<file path="src/rtl/led_fader.sv">
// led_fader: per-channel brightness fader with PWM output.
// A captured target pattern steers each channel's level up to full scale or
// down to zero in fixed steps, once per prescaler tick. Levels are rendered
// as PWM on led_out, so pattern changes cross-fade instead of snapping.
// Handshake: load is a plain 1-cycle strobe with no ready; pattern_in is
// captured at any posedge where rst=1 and load=1, regardless of enable.
module led_fader #(
    parameter int WIDTH    = 8,
    parameter int PWM_BITS = 8,
    parameter int STEP     = 16,
    parameter int STEP_DIV = 1024
) (
    input  logic             clk,
    input  logic             rst,
    input  logic [WIDTH-1:0] pattern_in,
    input  logic             load,
    input  logic             enable,
    output logic [WIDTH-1:0] led_out,
    output logic             busy
);

    localparam int                 FS       = (1 << PWM_BITS) - 1;
    localparam int                 PS_W     = (STEP_DIV > 2) ? $clog2(STEP_DIV) : 1;
    localparam logic [PWM_BITS-1:0] FS_V     = PWM_BITS'(FS);
    localparam logic [PWM_BITS-1:0] PWM_LAST = PWM_BITS'(FS - 1);
    localparam logic [PWM_BITS:0]   STEP_W   = (PWM_BITS + 1)'(STEP);
    localparam logic [PWM_BITS:0]   FS_W     = (PWM_BITS + 1)'(FS);
    localparam logic [PS_W-1:0]     PS_LAST  = PS_W'(STEP_DIV - 1);

    logic [WIDTH-1:0]    r_target;
    logic [PWM_BITS-1:0] r_level [WIDTH];
    logic [PS_W-1:0]     r_presc;
    logic [PWM_BITS-1:0] r_pwm_cnt;

    logic                w_tick;
    logic [WIDTH-1:0]    w_target_next;
    logic [PWM_BITS:0]   w_sum        [WIDTH];
    logic [PWM_BITS-1:0] w_level_next [WIDTH];
    logic                w_busy_next;

    // Tick and next target: a load in the same cycle as a tick only affects later ticks.
    always_comb begin
        w_tick        = enable && (r_presc == PS_LAST);
        w_target_next = load ? pattern_in : r_target;
    end

    // Next level per channel: saturating add toward FS, flooring subtract toward 0.
    always_comb begin
        for (int i = 0; i < WIDTH; i++) begin
            w_sum[i]        = {1'b0, r_level[i]} + STEP_W;
            w_level_next[i] = r_level[i];
            if (w_tick) begin
                if (r_target[i]) begin
                    w_level_next[i] = (w_sum[i] > FS_W) ? FS_V : w_sum[i][PWM_BITS-1:0];
                end else begin
                    w_level_next[i] = ({1'b0, r_level[i]} < STEP_W) ? '0
                                    : (r_level[i] - STEP_W[PWM_BITS-1:0]);
                end
            end
        end
    end

    // Busy looks ahead at next-cycle levels and targets so it tracks them without lag.
    always_comb begin
        w_busy_next = 1'b0;
        for (int i = 0; i < WIDTH; i++) begin
            if (w_level_next[i] != (w_target_next[i] ? FS_V : '0)) begin
                w_busy_next = 1'b1;
            end
        end
    end

    // Target capture and level update; reset discards any ramp in progress.
    always_ff @(posedge clk) begin
        if (!rst) begin
            r_target <= '0;
            for (int i = 0; i < WIDTH; i++) begin
                r_level[i] <= '0;
            end
        end else begin
            r_target <= w_target_next;
            for (int i = 0; i < WIDTH; i++) begin
                r_level[i] <= w_level_next[i];
            end
        end
    end

    // Tick prescaler: advances only while enabled, wraps after STEP_DIV counts.
    always_ff @(posedge clk) begin
        if (!rst) begin
            r_presc <= '0;
        end else if (enable) begin
            r_presc <= (r_presc == PS_LAST) ? '0 : (r_presc + PS_W'(1));
        end
    end

    // PWM counter: free-runs over FS values so level FS is always on and 0 always off.
    always_ff @(posedge clk) begin
        if (!rst) begin
            r_pwm_cnt <= '0;
        end else begin
            r_pwm_cnt <= (r_pwm_cnt == PWM_LAST) ? '0 : (r_pwm_cnt + PWM_BITS'(1));
        end
    end

    // Registered outputs: PWM compare and busy flag.
    always_ff @(posedge clk) begin
        if (!rst) begin
            led_out <= '0;
            busy    <= 1'b0;
        end else begin
            for (int i = 0; i < WIDTH; i++) begin
                led_out[i] <= (r_level[i] > r_pwm_cnt);
            end
            busy <= w_busy_next;
        end
    end

endmodule

</file>
<file path="config.mk">
export PLATFORM = sky130hd
export DESIGN_NAME = led_fader
export DESIGN_NICKNAME = d
export VERILOG_FILES = /design/src/rtl/led_fader.sv
export SDC_FILE = /design/constraint.sdc
export NUM_CORES = 1
export LEC_CHECK = 0
export CAP_MARGIN = 20
export CORE_MARGIN = 3
export CORE_UTILIZATION = 55
export DETAILED_ROUTE_END_ITERATION = 8
export PLACE_DENSITY = 0.69
export SYNTH_ARGS = -nofsm -noshare
export SYNTH_HDL_FRONTEND = slang
export SYNTH_SLANG_ARGS = --single-unit
</file>
<file path="constraint.sdc">
create_clock -name clk -period 6.9 [get_ports clk]
set_clock_uncertainty 0.15 [all_clocks]
set_input_delay 0.69 -clock clk [delete_from_list [all_inputs] [get_ports clk]]
set_output_delay 0.69 -clock clk [all_outputs]
set_load 0.05 [all_outputs]
</file>
# == After elaboration in Yosys (flattened, before gate mapping) ==
# Memory sizes are Yosys's and may differ from the RTL's.
# Cells that the tools add are included.
# totals
reg_bits,35
ramBits,64
in_bits,12
output_inout_bits,9
wordCells,129
n_memories,1
# memory_table
memory,depth,word_bits,rd,rd_clocked_by_memory_dff,write_ports,line,source
r_level,8,8,8,0,8,31,logic [PWM_BITS-1:0] r_level [WIDTH];
# classes
addsub,18
n_lt_le_gt_ge,24
n_eq_ne,10
n_mux,60
bitwise_logic,9
n_reduce_logical,2
# op_table
cell,n
$mux W8,49
$add A8 B5 Y9 const B,8
$gt A9 B8 Y1 const B,8
$gt A8 B8 Y1,8
$lt A8 B5 Y1 const B,8
$ne A8 B8 Y1,8
$sub A8 B5 Y8 const B,8
$add A10 B1 Y10 const B,1
$eq A10 B10 Y1 const B,1
$mux W1,10
$mux W10,1
$add A8 B1 Y8 const B,1
$eq A8 B8 Y1 const B,1
$or A1 B1 Y1,8
$reduce_or A2 Y1,1
$logic_and A1 B1 Y1,1
$not A1 Y1,1

# == Longest topological paths before layout ==
# depth
word_depth,14
mapped_depth,11
ltp_nobuf,9

# == Least setup slack after synthesis ==
# No wires, ideal clock.
# synth_timing
path_type,in2reg
startpoint,input port enable
endpoint,register busy
setup_ns,0.138
arrival_ns,2.409
path_slack_ns,4.203
path_stages,9
n_path_buf,2
cell_sequence,and2_1 > clkbuf_1 > nand3_2 > buf_6 > a32o_1 > or2_0 > or4_1 > a221oi_2 > a41oi_1
# synth_between
elab_chain_len,11
word_cells_on_any_way,25
classes_between,eq/ne: 8; mux: 16; reduce/logical: 1
# synth_rtl
item,line,source
from (decl),17,"input logic enable,"
$logic_and A1 B1 Y1 *,43,w_tick = enable && (r_presc == PS_LAST);
$mux W8,52,if (w_tick) begin
$ne A8 B8 Y1,67,if (w_level_next[i] != (w_target_next[i] ? FS_V : '0)) begin
$mux W1 (7 in a row),67,
$mux W1 *,67,
to (signal assigned),115,busy <= w_busy_next;
to (decl),19,output logic busy
# Every way passes the cells marked *; elsewhere a longest branch is shown, timed or not.
# A chain may end at the register's enable or synchronous reset.

# == Worst setup path after layout ==
# Same ends and word-level chain as after synthesis.

==> flow_summary_export.csv <==
group,metric,value,unit
outcome,outcome,"finished clean",
sta,fmax,227,MHz
yosys,synth_top_area_frac,0.267,
yosys,synth_nets,1021,
power,fin_total_pwr,1.22,mW
placement,place_ws,2.26,ns
route,drt_iter0_markers,612,
route,viasPerCell,6.45,
sta,max_slew_margin,0.343,
yosys,ys_ff_latch,99,
clocking,cts_htree_levels,3,
yosys,synth_common_cells,"dfxtp_1 (99), ha_1 (91), a21oi_1 (74), nor2_1 (64), nand2_1 (61)",
floorplan,top_level_ports,21,
floorplan,core_area,0.0129,mm²
final_layout,n_antenna_cell,0,
placement,place.gp.congestion,0.965,
route,wl_met3,1130,µm
clocking,tritoncts,"built",
placement,dp.cells,1064,
floorplan,start_util,0.575,
yosys,yosys_warnings,0,
sta,rsz0062_at_grt,"no",
yosys,yosysSeqAreaShare,0.267,
worst_setup_path,worstPathMaxFanout,38,
yosys,ys_async_sr_fraction,0,
floorplan,rows,41,
sta,fin_crit,4.40,ns
worst_setup_path,cp.required,6.96,ns
worst_setup_path,crit_arrival,4.46,ns
clocking,cts_buffers,9,
clocking,root_buffer,"clkbuf_16",
clocking,ctsResizeCount,0,
clocking,clk_pin_slew,0.07,ns
route,post_drt_wl_per_cell,19.2,µm
sta,fin_hold_ws,0.347,ns
grt,first_global_vias,6453,
final_layout,utilization,0.616,
final_layout,layout.cells.non_filler,1080,
job,drv_cap,0,
floorplan,die_area,0.0149,mm²
clocking,clock-sinks,99,
grt,track_usage,0.285,
yosys,synth.avg_cell_area,8.07,µm²
yosys,syn_inst,918,
grt,grt-ovfl-total,0,
sta,finalSetupViolations,0,
final_layout,fin_nets,1006,
power,leakagePower,3.23,nW
grt,antenna_found_initial,0,
sta,worst_slack,2.50,ns
grt,grt_start_max_net_pins,46,
power,peakVddDrop,0.105,mV
yosys,synth_edf_count,0,
route,m1WireLength,9300,µm
worst_setup_path,worst_setup_path_end_kind,"register",
sta,tightest_slew,0.983,ns
hold_path,hold_path_class,"register to register",
worst_setup_path,crit_start,"enable",
yosys,synth_area_leader_cell,"dfxtp_1",
final_layout,syn_to_final_growth,7.01,%
sta,tns,0,ns
route,drt_wl_total,20700,µm
clocking,cts_setup_buffers,0,
route,wl_met2,9790,µm
placement,port_buffers,20,
placement,dpl-instance-area,0.00764,mm²
yosys,synth_area,0.00741,mm²
sta,fin_crit_sh,0.638,
route,firstDrtPassIters,6,
grt,grt_pass1_wl,33300,µm
worst_setup_path,start_kind,"primary input",
yosys,ys.flop_type,"dfxtp_1",
sta,finalMaxSlewViolations,0,
route,drc,0,
floorplan,die_h,122,µm
placement,dp_hpwl,14400,µm
hold_path,holdCritStartpoint,"r_level[0][50]",
yosys,yosys-top-cells-area,"dfxtp_1 (27%), ha_1 (15%), a21oi_1 (5.0%), nor2_1 (3.2%), nand2_1 (3.1%)",
power,power_density,154,mW/mm²
route,ant_nets,0,
clocking,postCtsHoldBufs,0,
route,highest_layer,"met4",
floorplan,die_w,122,µm
clocking,clockBufferDepth,2,
yosys,synthDistinctLibCells,75,
worst_setup_path,critPathKind,"primary input to register",
route,vias,6961,
yosys,yosysMostFrequentCell,"dfxtp_1",
final_layout,final_area,0.00793,mm²
sta,final-hold-violation-count,0,
worst_setup_path,worstReg2RegStart,"r_presc[0]",
final_layout,drive_above_1_share,0.0341,
clocking,clk_latency,0.35,ns
cell usage in the layout (no fill, tap or decap), types with 22 or more instances in the layout:
| cell | instances |
|---|---|
| nand4_1 | 36 |
| o21ai_0 | 37 |
| inv_1 | 50 |
| a21oi_1 | 74 |
| and2_1 | 22 |
| nand2_1 | 61 |
| dfxtp_1 | 99 |
| nor3_1 | 22 |
| nand3_1 | 28 |
| ha_1 | 91 |
| nor2_1 | 64 |
state kept, by name (all words and copies together), names as in the netlist:
signal and cells:
led_out 8, r_pwm_cnt 8, r_target 8, r_presc 10, busy 1, r_level 64
worst max-delay path, stage by stage:
cell and delay (ns):
clkdlybuf4s50_1 0.56, and2_1 0.64, nand3_2 0.84, a32oi_1 0.62, nand3_1 0.13, or4_1 0.52
a22oi_1 0.30, a41oi_1 0.15
cell families after synthesis:
group | Yosys count | share of synthesized area
flip-flops | 99 | 0.267
AND/OR/NAND/NOR | 355 | 0.267
buffers and inverters | 100 | 0.0542
XOR/XNOR | 15 | 0.0177
AO/OA/AOI/OAI | 238 | 0.212
multiplexers | 18 | 0.0243
adder cells (fa/ha/maj) | 93 | 0.156
worst paths after layout:
path / to / slack, ns / depth (start not counted)
max: busy / 2.50 / 8
min: r_level[0][50] / 0.35 / 2
max reg2reg: busy / 2.68 / 8
min reg2reg: r_level[0][50] / 0.35 / 2
layout make-up:
class	instances	area, µm²
fill	1163	4950
inverter	51	191
timing repair buffer	23	223
multi-input combinational	719	5030
clock inverter	3	21.3
sequential	99	1980
clock buffer	13	270
tap	172	215
where the power goes:
group / total (mW) / internal, mW / leakage, nW / switching, mW
clock: 0.500 / 0.275 / 0.142 / 0.225
combinational: 0.126 / 0.0505 / 2.29 / 0.0752
sequential: 0.597 / 0.581 / 0.801 / 0.0155
total: 1.22 / 0.906 / 3.23 / 0.316
layer usage:
metal | up-vias | global-route usage
li1 | 3376 | -
met1 | 3322 | 0.375
met2 | 231 | 0.474
met3 | 32 | 0.0409
met4 | 0 | 0.107
met5 | - | 0
(Power assumes the default switching activity.)
==> RTL change 1: new RTL, config.mk and constraints unchanged <==
One comparison of `r_pwm_cnt` changes from == to >=.
--- a/src/rtl/led_fader.sv
+++ b/src/rtl/led_fader.sv
@@ -101,3 +101,3 @@
         end else begin
-            r_pwm_cnt <= (r_pwm_cnt == PWM_LAST) ? '0 : (r_pwm_cnt + PWM_BITS'(1));
+            r_pwm_cnt <= (r_pwm_cnt >= PWM_LAST) ? '0 : (r_pwm_cnt + PWM_BITS'(1));
         end
Function: same outputs for any inputs over 10 cycles, from zero or initial values and one cycle with rst low; that may be too few to reach the edited logic, so the function may still have changed.
==> RTL change 1 against the original RTL <==
  * Sequential cell count stayed put
  * Largest cell class unchanged
  * Final area is 0.90% lower
  * Area after synthesis shrank 1.2%
  * Total power up 6.7%
  * First-iteration DRC count shrank 7.7%
  * Largest power group unchanged
  * Routed wire length decreased by 8.6%
  * Via count decreased by 2.5%
  * Worst setup slack better by 0.58 ns
==> RTL change 1: results (changes against the original RTL) <==
- Status: finished, final reports clean
- DP Area: 0.00753 mm2 (-1.5%)
- Largest net degree at the start of global routing: 45 (-2.2%)
- Data arrival, critical path: 3.86 ns (-0.60 ns)
- Layout Cells excl Fill: 1079 (-0.093%)
- Worst hold start: r_presc[1]
- Leak: 0.00318 uW (-1.7%)
- Compound-Gate Fraction of Synth Area: 21.7% (+0.41 points)
- Combinational power: 131 uW (+4%)
- Routability cong.: 0.895 (-7.3%)
- DRT Pass-1 Iters: 5 (-1)
- Post-synthesis mux area share: 1.83% (-0.60 points)
- Seq. pwr: 598 uW (about the same)
- Area contributors post-synth: dfxtp_1 (27%), ha_1 (16%), a21oi_1 (4.9%), o21ai_0 (4.4%), nand4_1 (3.4%)
- Unique masters post-synth: 70 (-6.7%)
- Fraction of layout instances using a drive strength above 1: 3.53% (+0.11 points)
- Clock-net power: 575 uW (+15%)
- Hold EP: r_presc[1]
- DR WL met2: 8.58 mm (-12%)
- Routed vias: 6790 (-2.5%)
- Vias in the first global route: 6381 (-1.1%)
- First-pass GRT wire length: 31.2 mm (-6.6%)
- Rel. slew slack: 36.4% (+2.1 points)
- Synth Area in Adders: 15.8% (+0.19 points)
- Wl on met1: 8.81 mm (-5.3%)
- Wire length on met3: 944 um (-17%)
- Dpl ws: 2.76 ns (+0.501 ns)
- Max IR drop VDD: 0.122 mV (+16%)
- Synth cell count leaders: dfxtp_1 (99), ha_1 (91), a21oi_1 (72)
- Hpwl dp: 13.0 mm (-9.5%)
==> RTL change 1: cell types whose count changed in the layout (fill, tap and decap cells not counted), moves of 6 or more <==
cell	change
nand3_1	+12
o21ai_0	+27
o2111ai_1	-6
nor2_1	-6
mux2i_1	-8
==> RTL change 1: critical path: stages <==
cell and delay (ns):
clkdlybuf4s50_1 0.57, nand2_1 0.25, nor3_4 0.62, buf_4 0.46
nand3_1 0.28, a21oi_1 0.31, nand4b_1 0.13, nor4_1 0.19
o2111a_1 0.26, a41oi_1 0.10
==> RTL change 1: kinds of logic after synthesis <==
family	Yosys count
fa+ha+maj	93
buf+inv	100
flops	99
xor+xnor	19
mux	13
simple gates	345
compound gates	249
==> RTL change 1: layout make-up <==
cell class,instances,area [um2]
fillers,1140,4970
well taps,172,215
clock inverters,5,103
repair buffers,23,223
clock buffers,10,229
multi-input cells,719,4910
inverters,51,191
flip-flops and latches,99,1980
==> RTL change 1: per-layer routing <==
| metal | vias to the layer above | GRT usage [%] |
|---|---|---|
| li1 | 3344 | - |
| met1 | 3199 | 35.9 |
| met2 | 204 | 41.1 |
| met3 | 43 | 3.64 |
| met4 | 0 | 12.5 |
| met5 | - | 0 |
==> RTL change 1: stage by stage <==
stage               util [%]  hold slack (ns)
global placement        58.7            0.330
CTS                     61.3            0.351
detailed placement      58.7            0.341
floorplan                  -            0.311
global route            61.3            0.370
finish                  61.3            0.349
==> RTL change 1: worst max path at each step <==
stage                              start   end  slack, ns  cells after the start
after floorplan           r_level[0][52]  busy       4.28                     10
after global placement            enable  busy       2.93                      9
after detailed placement          enable  busy       2.76                     10
after CTS                         enable  busy       3.14                     10
after global routing              enable  busy       2.82                     10
final                             enable  busy       3.08                     10
==> RTL change 2: new RTL, same settings <==
Made on the original files. Set the parameter `STEP_DIV` to 512 (it was 1024).
--- a/src/rtl/led_fader.sv
+++ b/src/rtl/led_fader.sv
@@ -10,3 +10,3 @@
     parameter int STEP     = 16,
-    parameter int STEP_DIV = 1024
+    parameter int STEP_DIV = 512
 ) (
Formal check against the unedited RTL: same outputs for any inputs over 10 cycles, from zero or initial values and one cycle with rst low; that may be too few to reach the edited logic, so the function may still have changed.
==> RTL change 2 against the original RTL <==
  * Area after synthesis down 3.8%
  * Sequential cell count down 1
  * Worst setup slack better by 0.13 ns
  * Final area down 3.3%
  * Total power up 2.8%
  * Routed wire length down 11%
  * Die area down 3.6%
  * Critical path type is now flop to flop
  * Critical endpoint unchanged
==> RTL change 2: results (changes against the original RTL) <==
- CTS root buf: clkbuf_16
- Leak: 0.00310 uW (-3.9%)
- Number of antenna diodes: 0 (unchanged)
- Largest net degree at the start of global routing: 53 (+15%)
- Routed vias: 6521 (-6.3%)
- Syn_nets: 968 (-5.2%)
- Routed wire length: 18.4 mm (-11%)
- Vias in the first global route: 6260 (-3.0%)
- Post-synthesis async set-or-reset flop share: 0% (unchanged)
- Clk Latency, worst-skew pair: 0.35 ns (about the same)
- Antenna violations before repair: 0 (unchanged)
- First-pass GRT wire length: 30.6 mm (-8.1%)
- Number of setup buffers added after CTS: 0 (unchanged)
- Hold_buf cts: 0 (unchanged)
- Routability cong.: 0.897 (-7.0%)
- Sequential share of the synthesized area: 27.5% (+0.78 points)
- CP max FO: 46 (+21%)
- H-tree depth: 3 (unchanged)
- CTS max path bufs: 2 (unchanged)
- # port buffers: 20 (unchanged)
- Nets: 964 (-4.2%)
- DRT Pass-1 Iters: 5 (-1)
- Least-Margin Pin Slew: 0.919 ns (-0.0636 ns)
- Synth top area share: 27.5% (+0.78 points)
- Post-synth EDFFs: 0 (unchanged)
- Area contributors post-synth: dfxtp_1 (28%), ha_1 (16%), a21oi_1 (5.3%), nand2_1 (3.6%), nor2_1 (3.3%)
- Remaining Overflow, GRT: 0 (unchanged)
- Synth cell count leaders: dfxtp_1 (98), ha_1 (92), a21oi_1 (76)
- Number of gates resized after CTS: 0 (unchanged)
- Synth warn: 0 (unchanged)
- Worst Hold Class: flop to flop
- Number of DRC markers in iteration 0: 499 (-18%)
- Fraction of layout instances using a drive strength above 1: 5.09% (+1.7 points)
- Hpwl dp: 12.7 mm (-12%)
- Status: finished, final reports clean
- TritonCTS buffer count: 9 (unchanged)
- Clock slew at reported path FFs: 0.07 ns (about the same)
- Data arrival, critical path: 4.34 ns (-0.12 ns)
- All-layer global routing usage: 26.4% (-2.1 points)
- Max IR drop VDD: 0.121 mV (+15%)
- Largest regs: r_level: 64 flops, r_presc: 9 flops
- Unique masters post-synth: 81 (+8.0%)
RTL change 2: changes by cell type after synthesis, moves of 7 or more:
| cell | change |
|---|---|
| nand2b_1 | -9 |
| clkbuf_1 | -19 |
| nand3b_1 | +10 |
| a31oi_1 | -8 |
| nand2_1 | +7 |
| inv_1 | -7 |
RTL change 2: per-layer routing:
layer  global-route usage (%)  wire length [um]  up-vias
met4                     12.1               561        0
met3                     3.20               972       45
met5                        0                 0        -
met1                     34.5              8230     3080
met2                     43.4              8660      218
li1                         -                 -     3178
RTL change 2: final cells by class:
class                           instances  area [um2]
Multi-Input combinational cell        684        4790
Fill cell                            1096        4690
Clock buffer                           12         236
Timing Repair Buffer                   22         228
Sequential cell                        98        1960
Inverter                               45         169
Tap cell                              168         210
Clock inverter                          4        76.3
RTL change 2: worst paths after layout:
path         slack [ns]        endpoint  cells past startpoint      startpoint
max reg2reg        2.63            busy                     12      r_presc[0]
max                2.63            busy                     12      r_presc[0]
min reg2reg        0.35  r_level[0][41]                      2  r_level[0][41]
min                0.35  r_level[0][41]                      2  r_level[0][41]
RTL change 2: cell families (layout without fill, tap and decap cells):
| kind of cell | after synthesis | count (layout) | share of synthesized area [%] |
|---|---|---|---|
| buf+inv | 82 | 83 | 5.34 |
| simple gates | 335 | 335 | 25.8 |
| flops | 98 | 98 | 27.5 |
| fa+ha+maj | 92 | 92 | 16.1 |
| compound gates | 225 | 225 | 20.9 |
| xor+xnor | 16 | 16 | 1.97 |
| mux | 16 | 16 | 2.28 |
RTL change 2: per-stage QoR:
stage	utilization [%]	instance area [um2]	instances	worst slack [ns]
floorplan	-	7130	864	3.94
global placement	59.3	7330	1016	2.46
detailed placement	59.5	7350	1017	2.33
CTS	62.0	7670	1033	2.61
global route	62.0	7670	1033	2.30
finish	62.0	7670	1033	2.63
RTL change 2: power breakdown:
| group | internal (uW) | total [uW] | switching [uW] |
|---|---|---|---|
| clock network | 319 | 536 | 217 |
| registers | 576 | 591 | 14.9 |
| logic | 52.9 | 130 | 76.7 |
| total | 947 | 1260 | 309 |
RTL change 2: worst max-delay path, cell delays in order (launching register included):
cell       delay, ns
dfxtp_1         0.38
ha_1            0.20
nand2_1         0.06
nor2_1          0.12
and3_1          0.18
ha_1            0.42
nand2_2         0.62
o31a_1          0.53
or3_1           0.37
a2111oi_0       0.44
mux2i_1         0.22
a2111oi_2       0.27
a41oi_1         0.16
